<file path="src/rtl/scan_phase_counter.sv">
// rtl/scan_phase_counter.sv - prescaled 2-bit scan phase generator with advance/wrap strobes
module scan_phase_counter #(
  parameter int DIV_W = 16
) (
  input  logic             CLK,
  input  logic             RST,
  input  logic             EN,
  input  logic             CLR,
  input  logic [DIV_W-1:0] DIV,
  output logic [1:0]       D_OUT,
  output logic             TICK,
  output logic             WRAP,
  output logic             BUSY
);

  localparam logic STATE_IDLE = 1'b0;
  localparam logic STATE_RUN  = 1'b1;

  logic             state;
  logic [DIV_W-1:0] pcnt;

  always_ff @(posedge CLK or posedge RST) begin
    if (RST) begin
      state <= STATE_IDLE;
      pcnt  <= '0;
      D_OUT <= 2'b00;
      TICK  <= 1'b0;
      WRAP  <= 1'b0;
    end else begin
      // Strobes only survive the edge on which an advance actually happens.
      TICK <= 1'b0;
      WRAP <= 1'b0;
      if (CLR) begin
        D_OUT <= 2'b00;
        pcnt  <= DIV;
        state <= EN ? STATE_RUN : STATE_IDLE;
      end else begin
        case (state)
          STATE_IDLE: begin
            if (EN) begin
              state <= STATE_RUN;
              pcnt  <= DIV;
            end
          end
          default: begin
            if (!EN) begin
              state <= STATE_IDLE;
            end else if (pcnt == '0) begin
              pcnt  <= DIV;
              D_OUT <= D_OUT + 2'd1;
              TICK  <= 1'b1;
              WRAP  <= (D_OUT == 2'd3);
            end else begin
              pcnt <= pcnt - 1'b1;
            end
          end
        endcase
      end
    end
  end

  assign BUSY = (state == STATE_RUN);

endmodule

</file>
<file path="config.mk">
export PLATFORM = sky130hd
export DESIGN_NAME = scan_phase_counter
export DESIGN_NICKNAME = d
export VERILOG_FILES = /design/src/rtl/scan_phase_counter.sv
export SDC_FILE = /design/constraint.sdc
export NUM_CORES = 1
export LEC_CHECK = 0
export ABC_AREA = 1
export BUFFER_PORTS_ARGS = -buffer_cell sky130_fd_sc_hd__buf_2
export CORE_AREA = 2 2 58 60
export DETAILED_ROUTE_END_ITERATION = 10
export DIE_AREA = 0 0 60 62
export PLACE_DENSITY = 0.7
export SLEW_MARGIN = 20
export SYNTH_ARGS = -nofsm -noshare
export SYNTH_HDL_FRONTEND = slang
export SYNTH_SLANG_ARGS = --single-unit
</file>
<file path="constraint.sdc">
create_clock -name CLK -period 2.06 [get_ports CLK]
set_input_delay 0 -clock CLK [delete_from_list [all_inputs] [get_ports CLK]]
set_output_delay 0 -clock CLK [all_outputs]
set_load 0.005 [all_outputs]
</file>
==> impl_metrics.ini <==
[cts]
cts_sinks = 21
postCtsResizedCells = 0
number_of_clock_buffers_inserted_by_tritoncts = 3
insertion_delay_ns = 0.31
cts.reportedPaths.clkPinSlew_ns = 0.13
h-tree-depth = 1
clock_tree_from_tritoncts = done
clockBufferDepth = 2
clock-root-buffer = clkbuf_4

[final_layout]
drive_gt1_share_pct = 15.36
final_area_um2 = 1785
insertedDiodeCount = 0
fin_nets = 291
instances_no_fill = 313
areaGrowthSynthToFinish_pct = 20.93

[die]
die-width_um = 60
dieHeight_um = 62
floorplan.initialDensity_pct = 46.44
floorplan.die_area_um2 = 3720
num_rows = 21
ios = 25
core_area_um2 = 3179

[sta]
layout_min_cycle_time_ns = 1.808
hold-worst-slack_ns = -0.001499
setup_viol_count_final = 0
finalHoldViolCount = 2
rsz0062_at_grt = false
slew_headroom_pct = 44.02
setup-tns-final_ns = 0
worst_slew_pin_slew_ns = 0.8388
fmaxAchievable_mhz = 553.0
final_max_slew_viol_count = 0
min_period_over_period_pct = 87.79
clock_skew_ns = 0.009310

[route]
route.detailed.drc = 0
num_vias = 1440
initialDrtViolationCount = 58
routed_via_count_divided_by_cell_count = 4.601
avgRoutedWirePerCell_um = 10.76
drt_first_pass_iters = 4
wirelength_mm = 3.367
route.antenna.remaining_nets = 0

[synth]
synth-warning-count = 0
seq_area_frac_synth_pct = 35.59
postSynthRegisterBits = 21
post_synth_num_cell_types = 21
syn_avg_cell_area_um2 = 6.447
synthesis.nets = 252
post_synth_instance_area_um2 = 1476
synthesis.instances = 229

[global_route]
grt_first_pass_wirelength_mm = 5.947
first_global_vias = 1380
grt.total_usage_pct = 21.36
grt_max_degree = 22
grt-ovfl-total = 0
antenna_found_initial = 0

[worst_setup_path]
worst_setup_path_start_kind = register
critPathRequiredTime_ns = 2.25
worstSetupEndpointType = register
worstPathArrival_ns = 2.00
crit_type = register to register
worst-path-max-fanout = 17

[placed_design]
place.gp.congestion = 0.8192
placement.cell_area_um2 = 1639
port_buffers = 24
dpl.hpwl_mm = 2.429
dp.cells = 297

[power_and_ir_drop]
power_density_over_the_cells_nw_per_um2 = 532.7
totalPowerFinal_mw = 0.9511
leakage_dissipation_nw = 0.9901
peakVddDrop_mv = 0.2787

[hold_path]
holdCritPathClass = input port to register

[status]
failed_checks = negative hold slack
status = finished, violations left

[run]
drv_cap = 0
## area by class of cell
class	count	area, um^2
clock buffer	4	26.28
fill	328	1394
inverter	34	127.6
multi-input combinational	170	793.3
sequential	21	525.5
tap	46	57.56
timing repair buffer	38	255.2
## worst max-delay path, stage by stage (launching register included)
cell and delay [ns]:
dfrtp_1 0.44, inv_1 0.13, ha_1 0.15, inv_1 0.03, nor2_1 0.09, nand2_1 0.07, nor2_2 0.14, nand2_4 0.10
nand2_4 0.19, inv_2 0.15, nor2_1 0.10, o21ai_0 0.09
## cells by family after synthesis
| logic type | synth area share, % |
|---|---|
| AOI/OAI and AO/OA | 2.373 |
| xor gates and xnor gates | 2.966 |
| adders and majority gates | 2.543 |
| buffers and inverters | 10.68 |
| DFF | 35.59 |
| and+or+nand+nor | 45.85 |
## synth_stat cells (all sizes together)
master	count	area [um^2]
inv	34	127.6
dfrtp	21	525.5
clkbuf	1	3.750
xnor2	1	8.760
xor2	4	35.03
nor2	27	123.9
nor3b	1	7.510
buf	3	26.27
nand2	93	369.1
nand3b	2	15.01
nand3	31	155.2
nand4	1	6.260
a21oi	3	15.01
ha	3	37.54
o21ai	4	20.02
## per-layer routing
metal | global-route usage, % | vias up | part of all wire [%] | routed length, um
met2 | 38.04 | 22 | 48 | 1620
met1 | 26.73 | 637 | 47 | 1594
met3 | 3.313 | 6 | 3.4 | 114
li1 | - | 775 | - | -
met5 | 0 | - | 0 | 0
met4 | 6.349 | 0 | 1.1 | 38
## power breakdown
part           internal [mW]  leakage, nW  switching (mW)
registers              0.450        0.256          0.0515
logic                  0.102        0.719           0.139
clock network         0.0757       0.0150           0.133
## timing repair
item	CTS	global route
buffers inserted	0	0
hold buffers	12	0
hold endpoints to repair	33	0
## through the flow
| stage | hold WS [ns] | utilization [%] | worst slack [ns] |
|---|---|---|---|
| after floorplan | -0.02347 | - | 0.5312 |
| after global placement | 0.1538 | 51.55 | 0.3883 |
| after detailed placement | 0.1586 | 51.55 | 0.2898 |
| after CTS | 0.001747 | 56.16 | 0.2578 |
| after global routing | 0.03544 | 56.16 | 0.06334 |
| final | -0.001499 | 56.16 | 0.2515 |
## sequential cells by signal (all words and copies together), names as in the netlist
signal / cells
pcnt: 16
D_OUT: 2
BUSY: 1
TICK: 1
WRAP: 1
## worst paths after layout
kind | from | to | slack [ns] | depth (start not counted)
max | pcnt[0] | pcnt[0] | 0.25 | 11
min | DIV[7] | pcnt[7] | -0.001 | 5
max reg2reg | pcnt[0] | pcnt[0] | 0.25 | 11
min reg2reg | pcnt[14] | pcnt[14] | 0.56 | 2
max in group asynchronous | RST | BUSY | 1.15 | 3
min in group asynchronous | RST | pcnt[11] | 0.39 | 3
## placed cells by master (no fill, tap or decap), types with 3 or more instances in the layout
cell	count
xor2_1	4
nor2_2	6
clkbuf_4	3
nor2_1	20
nand3_1	31
dfrtp_1	21
o21ai_0	4
inv_1	33
buf_2	24
a21oi_1	3
dlygate4sd3_1	12
nand2_1	89
ha_1	3
(Power assumes the default switching activity.)
